$ cat config.mk
export PLATFORM = sky130hd
export DESIGN_NAME = sumador_serial_flat
export DESIGN_NICKNAME = d
export VERILOG_FILES = /design/src/rtl/sumador_pkg.sv /design/src/rtl/sumador_serial_if.sv /design/src/rtl/sumador_completo.sv /design/src/rtl/sumador_serial.sv /design/src/flat_wrapper.sv
export SDC_FILE = /design/constraint.sdc
export NUM_CORES = 1
export LEC_CHECK = 0
export BUFFER_PORTS_ARGS = -buffer_cell sky130_fd_sc_hd__buf_2
export CAP_MARGIN = 30
export CORE_ASPECT_RATIO = 1.2
export CORE_MARGIN = 5
export CORE_UTILIZATION = 54
export CTS_CLUSTER_DIAMETER = 100
export DETAILED_ROUTE_END_ITERATION = 6
export PLACE_DENSITY = 0.77
export SKIP_CTS_REPAIR_TIMING = 1
export SKIP_LAST_GASP = 1
export SYNTH_ARGS = -nofsm -noshare
export SYNTH_HDL_FRONTEND = slang
export SYNTH_SLANG_ARGS = --single-unit
$ cat constraint.sdc
create_clock -name CLK -period 2.06 [get_ports CLK]
set_input_delay 0.206 -clock CLK [delete_from_list [all_inputs] [get_ports CLK]]
set_output_delay 0.206 -clock CLK [all_outputs]
set_load 0.005 [all_outputs]
$ cat src/rtl/sumador_pkg.sv
// Shared definitions for the bit-serial adder.
//   N_DEF    : default operand width
//   estado_t : FSM state encoding (REPOSO=0, SUMANDO=1, FIN=2)
//   ancho_cnt: bit-counter width for a given operand width
package sumador_pkg;

    localparam int N_DEF = 8;

    typedef enum logic [1:0] {
        REPOSO  = 2'd0,
        SUMANDO = 2'd1,
        FIN     = 2'd2
    } estado_t;

    // The counter has to represent 0..N, so it needs ceil(log2(N+1)) bits.
    function automatic int ancho_cnt(input int n);
        return $clog2(n + 1);
    endfunction

endpackage

$ cat src/rtl/sumador_serial_if.sv
// Bus between a requester and the serial adder.
//   INICIO, A, B, CIN : start request and operands (requester -> adder)
//   S, COUT           : registered result of the last completed operation
//   OCUPADO, LISTO    : busy flag and one-cycle completion pulse
// master = requester side, slave = adder side.
interface sumador_serial_if
    import sumador_pkg::*;
#(
    parameter int N = N_DEF
);
    logic         INICIO;
    logic [N-1:0] A;
    logic [N-1:0] B;
    logic         CIN;
    logic [N-1:0] S;
    logic         COUT;
    logic         OCUPADO;
    logic         LISTO;

    modport master (
        output INICIO, A, B, CIN,
        input  S, COUT, OCUPADO, LISTO
    );

    modport slave (
        input  INICIO, A, B, CIN,
        output S, COUT, OCUPADO, LISTO
    );

endinterface

$ cat src/rtl/sumador_completo.sv
// One-bit full adder, purely combinational.
//   A, B, CIN : addend bits and carry-in
//   S, COUT   : sum bit and carry-out
module sumador_completo (
    input  logic A,
    input  logic B,
    input  logic CIN,
    output logic S,
    output logic COUT
);

    assign S    = A ^ B ^ CIN;
    assign COUT = (A & B) | (CIN & (A ^ B));

endmodule

$ cat src/rtl/sumador_serial.sv
// Bit-serial adder: one bit pair per cycle, LSB first, through a single
// full-adder stage. A start is accepted only in REPOSO; the result is
// published on the edge that processes bit N-1, then FIN pulses LISTO.
//   CLK   : clock, rising edge
//   RST_N : asynchronous active-low reset
//   bus   : slave side of sumador_serial_if (operands in, result/status out)
module sumador_serial
    import sumador_pkg::*;
#(
    parameter int N = N_DEF
) (
    input  logic             CLK,
    input  logic             RST_N,
    sumador_serial_if.slave  bus
);

    localparam int CW = ancho_cnt(N);

    estado_t       estado, estado_sig;
    logic [N-1:0]  a_sh, b_sh;   // captured operands, consumed from bit 0
    logic [N-1:0]  sr;           // sum bits enter at the MSB and walk down
    logic          carry;
    logic [CW-1:0] cnt;
    logic [N-1:0]  s_q;
    logic          cout_q;
    logic          s_bit, c_bit;
    logic          ultimo;

    assign ultimo = (cnt == CW'(N - 1));

    sumador_completo u_fa (
        .A    (a_sh[0]),
        .B    (b_sh[0]),
        .CIN  (carry),
        .S    (s_bit),
        .COUT (c_bit)
    );

    always_ff @(posedge CLK or negedge RST_N) begin
        if (!RST_N) estado <= REPOSO;
        else        estado <= estado_sig;
    end

    always_comb begin
        estado_sig = estado;
        case (estado)
            REPOSO:  if (bus.INICIO) estado_sig = SUMANDO;
            SUMANDO: if (ultimo)     estado_sig = FIN;
            FIN:                     estado_sig = REPOSO;
            default:                 estado_sig = REPOSO;
        endcase
    end

    always_ff @(posedge CLK or negedge RST_N) begin
        if (!RST_N) begin
            a_sh   <= '0;
            b_sh   <= '0;
            sr     <= '0;
            carry  <= 1'b0;
            cnt    <= '0;
            s_q    <= '0;
            cout_q <= 1'b0;
        end else begin
            case (estado)
                REPOSO: begin
                    if (bus.INICIO) begin
                        a_sh  <= bus.A;
                        b_sh  <= bus.B;
                        carry <= bus.CIN;
                        cnt   <= '0;
                    end
                end
                SUMANDO: begin
                    a_sh  <= a_sh >> 1;
                    b_sh  <= b_sh >> 1;
                    carry <= c_bit;
                    sr    <= {s_bit, sr[N-1:1]};
                    cnt   <= cnt + CW'(1);
                    // Take the final bit straight from the adder so S is
                    // complete on this same edge.
                    if (ultimo) begin
                        s_q    <= {s_bit, sr[N-1:1]};
                        cout_q <= c_bit;
                    end
                end
                default: ;
            endcase
        end
    end

    assign bus.S       = s_q;
    assign bus.COUT    = cout_q;
    assign bus.OCUPADO = (estado == SUMANDO) || (estado == FIN);
    assign bus.LISTO   = (estado == FIN);

endmodule

$ cat src/flat_wrapper.sv
// flat-port wrapper written by rule: the top's interface ports become plain ports
module sumador_serial_flat import sumador_pkg::*;
#(
    parameter int N = N_DEF
)
  (CLK, RST_N, bus_INICIO, bus_A, bus_B, bus_CIN, bus_S, bus_COUT, bus_OCUPADO, bus_LISTO);
  sumador_serial_if #(.N(N)) bus_i ();
  input  logic CLK;
  input  logic RST_N;
  input wire logic [$bits(bus_i.INICIO)-1:0] bus_INICIO;
  input wire logic [$bits(bus_i.A)-1:0] bus_A;
  input wire logic [$bits(bus_i.B)-1:0] bus_B;
  input wire logic [$bits(bus_i.CIN)-1:0] bus_CIN;
  output wire logic [$bits(bus_i.S)-1:0] bus_S;
  output wire logic [$bits(bus_i.COUT)-1:0] bus_COUT;
  output wire logic [$bits(bus_i.OCUPADO)-1:0] bus_OCUPADO;
  output wire logic [$bits(bus_i.LISTO)-1:0] bus_LISTO;
  assign bus_i.INICIO = bus_INICIO;
  assign bus_i.A = bus_A;
  assign bus_i.B = bus_B;
  assign bus_i.CIN = bus_CIN;
  assign bus_S = bus_i.S;
  assign bus_COUT = bus_i.COUT;
  assign bus_OCUPADO = bus_i.OCUPADO;
  assign bus_LISTO = bus_i.LISTO;
  sumador_serial #(.N(N)) u_core (.CLK(CLK), .RST_N(RST_N), .bus(bus_i));
endmodule
==> results of run 1 <==
worst max-delay path, delay by kind of cell, from the launching register on:
kind	cells	cell delay, ns
buf+inv	1	0.11
simple gates	1	0.34
mux	1	0.37
flops	1	0.41
fa+ha+maj	1	0.37
cell families after synthesis:
kind of cell,count (synthesis),share of synthesized area (%)
flip-flops,39,55.67
AND/OR/NAND/NOR,34,9.707
multiplexers,33,20.06
AO/OA/AOI/OAI,22,6.924
buffers and inverters,10,2.926
adder cells (fa/ha/maj),6,4.711
where the power goes:
part	internal, W	leakage, nW	total (W)	switching [W]
sequential	0.00107	0.500	0.00126	0.000193
clock	0.000133	0.0293	0.000365	0.000231
combinational	0.000496	0.466	0.00101	0.000515
total	0.00170	0.995	0.00264	0.000939
stage by stage:
stage | cell area, um2 | utilization, %
3_3_place_gp | 1931 | 62.62
5_1_grt | 1981 | 64.25
2_1_floorplan | 1753 | -
4_1_cts | 1981 | 64.25
6_report | 1981 | 64.25
3_5_place_dp | 1931 | 62.62
path summary, 6_finish.rpt:
check                                      start         endpoint  slack, ns  cells after the start
worst max register to register  u_core.estado[1]  u_core.bus.S[0]       0.35                      4
max in group asynchronous                  RST_N  u_core.bus.S[3]       1.60                      1
worst min-delay path                       RST_N  u_core.bus.S[6]      -0.05                      1
worst min register to register    u_core.a_sh[1]   u_core.a_sh[1]       0.50                      2
min in group CLK                        bus_A[7]   u_core.a_sh[7]       0.11                      3
worst max-delay path            u_core.estado[1]  u_core.bus.S[0]       0.35                      4
cells in the mapped netlist:
| library cell | instances | area [um2] |
|---|---|---|
| clkbuf_1 | 1 | 3.750 |
| nand3b_1 | 2 | 15.01 |
| mux2i_1 | 16 | 160.2 |
| buf_2 | 5 | 25.02 |
| nand4b_2 | 1 | 15.01 |
| a311oi_1 | 1 | 8.760 |
| nand2_1 | 21 | 78.83 |
| o21ai_0 | 18 | 90.09 |
| or4b_1 | 1 | 10.01 |
| a21oi_1 | 1 | 5.000 |
| nand3_1 | 4 | 20.02 |
| dfrtp_1 | 39 | 975.9 |
| mux2_2 | 17 | 191.4 |
| ha_1 | 5 | 62.56 |
| a21boi_0 | 1 | 7.510 |
| nand4b_1 | 1 | 8.760 |
| inv_1 | 2 | 7.510 |
| a32o_1 | 1 | 10.01 |
| nor2_1 | 1 | 3.750 |
| fa_1 | 1 | 20.02 |
| nand2b_1 | 3 | 18.77 |
| buf_4 | 2 | 15.01 |
layer usage:
metal  global-route usage [%]  part of all wire [%]
met2                    24.42                    51
met1                    18.26                    41
met4                    7.311                   2.4
met3                    3.915                   5.8
met5                        0                     0
layout make-up:
cell class / count / area share [%]
Timing Repair Buffer: 33 / 8.718
Clock buffer: 7 / 2.274
Clock inverter: 1 / 0.2527
Sequential cell: 39 / 49.27
Tap cell: 36 / 2.274
Inverter: 2 / 0.3790
Multi-Input combinational cell: 95 / 36.83
sequential cells by signal (all words and copies together), names as in the netlist:
name and count:
u_core.a_sh 8, u_core.b_sh 8, u_core.bus.S 8, u_core.sr 7
u_core.cnt 4, u_core.estado 2, u_core.bus.COUT 1, u_core.carry 1
==> flow_summary.json, run 1 <==
{
  "vdd_ir_drop_max_mv": 0.8719,
  "grt-ovfl-total": 0,
  "ff_latch_area_um2": 975.9,
  "cts_htree_levels": 2,
  "critical_path.cell_chain": "inv_1 -> ha_1 -> nand4b_2 -> mux2_2",
  "setup_slack_ns": 0.3547,
  "min_path_type": "in -> async",
  "max_freq_mhz": 586.4,
  "cts_buffer_depth": 2,
  "clkSlewWorstSetupHoldPaths_ns": 0.11,
  "crit_type": "reg -> reg",
  "vias": 1159,
  "violations": "hold timing",
  "cp.arrival_ns": 1.93,
  "total_power_w": 0.002638,
  "start_kind": "flip-flop",
  "cp.required_ns": 2.28,
  "syn_avg_cell_area_um2": 12.17,
  "dieArea_um2": 4490,
  "grt_max_degree": 40,
  "yosysWarnings": 0,
  "netlist_area_um2": 1753,
  "crit_path_max_incr_delay_ns": 0.41,
  "dp.cells": 205,
  "hold_slack_ns": -0.05279,
  "areaGrowthSynthToFinish_pct": 12.99,
  "ys_ff_latch": 39,
  "layout_common_cells": "39 x dfrtp_1, 30 x buf_2, 21 x nand2_1",
  "fill_cells": 262,
  "wirelength_mm": 2.949,
  "finalHoldViolations": 39,
  "drtAntennaViolNets": 0,
  "core_um2": 3083,
  "initial_core_util_pct": 56.86,
  "yosys.cell_types.count": 22,
  "cap_violations": 0,
  "slowest_stage": "dfrtp_1",
  "worst_pin_slew_ns": 0.8167,
  "clock_sinks": 39,
  "grt_pass1_vias": 1162,
  "drc": 0,
  "clock_skew_ns": 0.006009,
  "fin_crit_sh_pct": 82.78,
  "synth_nets": 170,
  "gp_congestion": 0.7640,
  "detail_route.wl_per_cell_um": 13.85,
  "finalMaxSlewViolations": 0,
  "setup_viol": 0,
  "grt_pass1_wl_mm": 5.085,
  "io_pins": 31,
  "leakagePower_nw": 0.9953,
  "instances_no_fill": 213,
  "worstPathMaxFanout": 9,
  "syn_inst": 144,
  "cts_tree": "yes",
  "numCtsBuffers": 5,
  "dr.pass1.iters": 4,
  "fin_nets": 202,
  "cts-root-buf": "clkbuf_4",
  "place_ws_ns": 0.3472,
  "yosysSeqAreaShare_pct": 55.67,
  "dp_hpwl_mm": 2.191,
  "clock_latency_ns": 0.33,
  "crit_path_end_kind": "flip-flop",
  "mostFrequentLayoutCell": "dfrtp_1",
  "slew_headroom_pct": 45.55,
  "rsz0062_at_grt": "no",
  "fin_crit_ns": 1.705,
  "grt_usage_pct": 15.12,
  "initialDrtViolationCount": 26,
  "powerDensity_nw_per_um2": 1332,
  "avgViaCountPerCell": 5.441,
  "drive_gt1_share_pct": 32.77,
  "die_width_um": 62.01,
  "portBuffers": 30,
  "diodes": 0,
  "tns_ns": 0,
  "num_rows": 22,
  "antenna_found_initial": 0,
  "die_y_um": 72.41,
  "status": "complete, but fails checks",
  "multi_input_area_um2": 729.5
}
Power figures use the tool's default switching activity.
==> run 2, diff against run 1 <==
clock period = 1.7 ns   (was 2.06 ns; I/O delays follow)
==> flow_summary.json, run 2 (same netlist as run 1, synthesis figures left out) <==
{
  "slew_headroom_pct": 68.30,
  "slowest_stage": "or4b_1",
  "antenna_found_initial": 0,
  "num_rows": 22,
  "setup_viol": 0,
  "drc": 0,
  "worst_pin_slew_ns": 0.4755,
  "areaGrowthSynthToFinish_pct": 17.20,
  "crit_path_end_kind": "flip-flop",
  "dp.cells": 207,
  "detail_route.wl_per_cell_um": 14.67,
  "grt_pass1_vias": 1241,
  "gp_congestion": 0.7719,
  "portBuffers": 30,
  "instances_no_fill": 216,
  "cp.required_ns": 2.00,
  "dieArea_um2": 4490,
  "vdd_ir_drop_max_mv": 1.024,
  "clkSlewWorstSetupHoldPaths_ns": 0.11,
  "min_path_type": "in -> reg",
  "mostFrequentLayoutCell": "dfrtp_1",
  "cts-root-buf": "clkbuf_4",
  "crit_path_max_incr_delay_ns": 0.51,
  "dp_hpwl_mm": 2.298,
  "finalMaxSlewViolations": 0,
  "grt_pass1_wl_mm": 5.319,
  "vias": 1153,
  "clock_skew_ns": 0.009750,
  "drtAntennaViolNets": 0,
  "total_power_w": 0.003366,
  "max_freq_mhz": 615.1,
  "finalHoldViolations": 0,
  "die_y_um": 72.41,
  "grt-ovfl-total": 0,
  "initialDrtViolationCount": 39,
  "layout_common_cells": "38 x dfrtp_1, 30 x buf_2, 21 x nand2_1",
  "dr.pass1.iters": 4,
  "cts_tree": "yes",
  "worstPathMaxFanout": 4,
  "grt_max_degree": 40,
  "diodes": 0,
  "clock_sinks": 39,
  "avgViaCountPerCell": 5.338,
  "cts_buffer_depth": 2,
  "initial_core_util_pct": 56.86,
  "status": "completed",
  "wirelength_mm": 3.168,
  "start_kind": "flip-flop",
  "grt_usage_pct": 16.12,
  "clock_latency_ns": 0.36,
  "fin_crit_ns": 1.626,
  "drive_gt1_share_pct": 36.11,
  "critical_path.cell_chain": "inv_1 -> ha_2 -> mux2i_4 -> or4b_1 -> nand3_1",
  "crit_type": "reg -> reg",
  "core_um2": 3083,
  "die_width_um": 62.01,
  "powerDensity_nw_per_um2": 1638,
  "fill_cells": 247,
  "tns_ns": 0,
  "io_pins": 31,
  "numCtsBuffers": 5,
  "cp.arrival_ns": 1.92,
  "fin_nets": 205,
  "cts_htree_levels": 2,
  "leakagePower_nw": 1.032,
  "fin_crit_sh_pct": 95.64,
  "cap_violations": 0
}
[run 2: cell types whose count changed in the layout (fill, tap and decap cells not counted), sizes merged]
cell	change
clkbuf	-2
dlygate4sd3	+1
clkinv	+2
buf	+2
[run 2: worst max-delay path: cells and delay by family (launching register included)]
kind	cells	cell delay (ns)
adders and majority gates	1	0.23
buffers and inverters	1	0.09
DFF	1	0.43
muxes	1	0.21
and+or+nand+nor	2	0.61
[run 2: final timing paths]
check | start | end | slack (ns) | cells after the start
worst max register to register | u_core.estado[0] | u_core.cnt[3] | 0.07 | 5
worst min-delay path | bus_A[7] | u_core.a_sh[7] | 0.06 | 3
worst min register to register | u_core.a_sh[6] | u_core.a_sh[6] | 0.50 | 2
min in group asynchronous | RST_N | u_core.bus.S[5] | 0.37 | 3
max in group asynchronous | RST_N | u_core.estado[0] | 0.96 | 3
worst max-delay path | u_core.estado[0] | u_core.cnt[3] | 0.07 | 5
[run 2: layer usage]
layer	up-vias	GRT usage, %	wire, um
met5	-	0	0
met4	0	6.368	61
met3	7	5.694	185
met2	25	27.65	1694
met1	550	17.55	1226
li1	571	-	-
[run 2: layout make-up]
cell class	count	area, um2	area share (%)
sequential	39	977.2	47.56
multi-input combinational	95	762.0	37.09
timing repair buffer	36	210.2	10.23
tap	36	45.04	2.192
clock buffer	5	37.54	1.827
clock inverter	3	15.01	0.7308
inverter	2	7.507	0.3654
[run 2: power by group]
group | internal (W) | total (W) | leakage [nW] | switching [W]
clock network | 0.000154 | 0.000457 | 0.0347 | 0.000303
logic | 0.000700 | 0.00137 | 0.498 | 0.000668
registers | 0.00130 | 0.00154 | 0.499 | 0.000241
total | 0.00215 | 0.00337 | 1.03 | 0.00121
[run 2: stage by stage]
stage          setup slack (ns)  cell area, um2  hold WS [ns]  utilization (%)
2_1_floorplan            0.2442            1753       -0.1256                -
3_3_place_gp            0.06109            1946        0.2447            63.11
3_5_place_dp           -0.07550            1946        0.2473            63.11
4_1_cts                -0.06848            1998       -0.1524            64.81
5_1_grt               -0.001992            2054       0.06904            66.64
6_report                0.07414            2054       0.06423            66.64
==> run 3, diff against run 2 <==
SETUP_SLACK_MARGIN = 0.2   (was not set)
==> flow_summary.json, run 3 (same netlist as run 1, synthesis figures left out) <==
{
  "status": "completed",
  "grt_usage_pct": 16.12,
  "leakagePower_nw": 1.180,
  "finalMaxSlewViolations": 0,
  "min_path_type": "in -> reg",
  "drc": 0,
  "layout_common_cells": "38 x dfrtp_1, 30 x buf_2, 16 x mux2_2",
  "cap_violations": 0,
  "clock_sinks": 39,
  "drtAntennaViolNets": 0,
  "cp_top_family": "buffers and inverters",
  "drive_gt1_share_pct": 51.55,
  "placed_cell_area_um2": 1946,
  "r2r_start": "u_core.estado[1]",
  "worstPathMaxFanout": 6,
  "clock_skew_ns": 0.008725,
  "critical_path.cell_chain": "inv_2 -> ha_4 -> mux2i_4 -> buf_12 -> clkbuf_16 -> o21ai_1",
  "crit_path_end_kind": "flip-flop",
  "cts_htree_levels": 2,
  "multi_input_area_um2": 874.6,
  "crit_type": "reg -> reg",
  "finalHoldViolations": 0,
  "vias": 1325,
  "numCtsBuffers": 5,
  "final_area_um2": 2369,
  "fin_crit_ns": 1.546,
  "path_buf_inv": 3,
  "grt_pass1_vias": 1241,
  "portBuffers": 30,
  "rsz0062_at_grt": "yes",
  "start_kind": "flip-flop",
  "areaGrowthSynthToFinish_pct": 35.12,
  "cts_tree": "yes",
  "setup_viol": 0,
  "regToRegSetupSlack_ns": 0.15,
  "mostFrequentLayoutCell": "dfrtp_1",
  "fin_util_pct": 76.83,
  "grt_max_degree": 40,
  "cp.required_ns": 1.94,
  "initialDrtViolationCount": 34,
  "fin_nets": 219,
  "gp_congestion": 0.7719,
  "max_freq_mhz": 646.7,
  "cp-startpoint": "u_core.estado[1]",
  "powerDensity_nw_per_um2": 1848,
  "vdd_ir_drop_max_mv": 1.501,
  "die_y_um": 72.41,
  "cp-endpoint": "u_core.a_sh[4]",
  "die_width_um": 62.01,
  "clkSlewWorstSetupHoldPaths_ns": 0.12,
  "dp_hpwl_mm": 2.298,
  "dr.pass1.iters": 4,
  "wirelength_mm": 4.126,
  "avgViaCountPerCell": 5.761,
  "ff_latch_area_um2": 977.2,
  "slowest_stage": "dfrtp_1",
  "antenna_found_initial": 0,
  "cts_buffer_depth": 2,
  "worst-path-stages": 6,
  "grt_pass1_wl_mm": 5.319,
  "crit_path_max_incr_delay_ns": 0.42,
  "dieArea_um2": 4490,
  "cp.arrival_ns": 1.78,
  "fin_crit_sh_pct": 90.96,
  "worst_pin_slew_ns": 0.4740,
  "initial_core_util_pct": 56.86,
  "diodes": 0,
  "reg2reg_depth": 6,
  "core_um2": 3083,
  "fill_cells": 202,
  "cts-root-buf": "clkbuf_4",
  "grt-ovfl-total": 0,
  "detail_route.wl_per_cell_um": 17.94,
  "num_rows": 22,
  "r2r_end": "u_core.a_sh[4]",
  "io_pins": 31,
  "slew_headroom_pct": 68.40,
  "clock_latency_ns": 0.35
}
==> run 3: stage by stage <==
| step | power (W) | hold slack, ns | cells | setup WS, ns | setup TNS (ns) |
|---|---|---|---|---|---|
| 5_1_grt | 0.004657 | 0.07600 | 230 | 0.07538 | 0 |
| 6_report | 0.004377 | 0.06919 | 230 | 0.1537 | 0 |
| 2_1_floorplan | 0.002471 | -0.1256 | 144 | 0.2442 | 0 |
| 4_1_cts | 0.003299 | -0.1524 | 215 | -0.06848 | -0.4806 |
| 3_5_place_dp | 0.002848 | 0.2473 | 207 | -0.07550 | -0.4879 |
| 3_3_place_gp | 0.002728 | 0.2447 | 207 | 0.06109 | 0 |
==> run 3: routing by layer <==
metal  share of wire (%)  GRT usage, %  vias up
met3                 6.3         5.694       14
met4                 3.3         6.368        0
li1                    -             -      604
met1                  38         17.55      660
met2                  53         27.65       47
met5                   0             0        -
==> run 3: worst min path at each step <==
stage | from | endpoint | slack [ns] | depth (start not counted)
after detailed placement | RST_N | u_core.bus.S[5] | 0.25 | 2
after global routing | bus_B[5] | u_core.b_sh[5] | 0.08 | 3
final | bus_A[7] | u_core.a_sh[7] | 0.07 | 3
after CTS | RST_N | u_core.bus.S[5] | -0.15 | 2
after floorplan | RST_N | u_core.a_sh[0] | -0.13 | 0
after global placement | RST_N | u_core.cnt[2] | 0.24 | 2
==> run 3: cell type report <==
cell class / instances / share of cell area (%)
clock inverters: 3 / 0.6339
flip-flops and latches: 39 / 41.26
inverters: 2 / 0.3170
clock buffers: 5 / 1.585
multi-input cells: 96 / 36.93
well taps: 36 / 1.902
repair buffers: 49 / 17.38
==> run 3: worst reg2reg max path, cell delays in order (launching register included) <==
cell       delay [ns]
dfrtp_1          0.42
inv_2            0.13
ha_4             0.22
mux2i_4          0.27
buf_12           0.16
clkbuf_16        0.15
o21ai_1          0.08
==> run 3: power by group <==
part,switching [W],internal (W),total [W]
sequential,0.000274,0.00130,0.00157
combinational,0.00103,0.00131,0.00234
clock,0.000313,0.000154,0.000467
total,0.00162,0.00276,0.00438
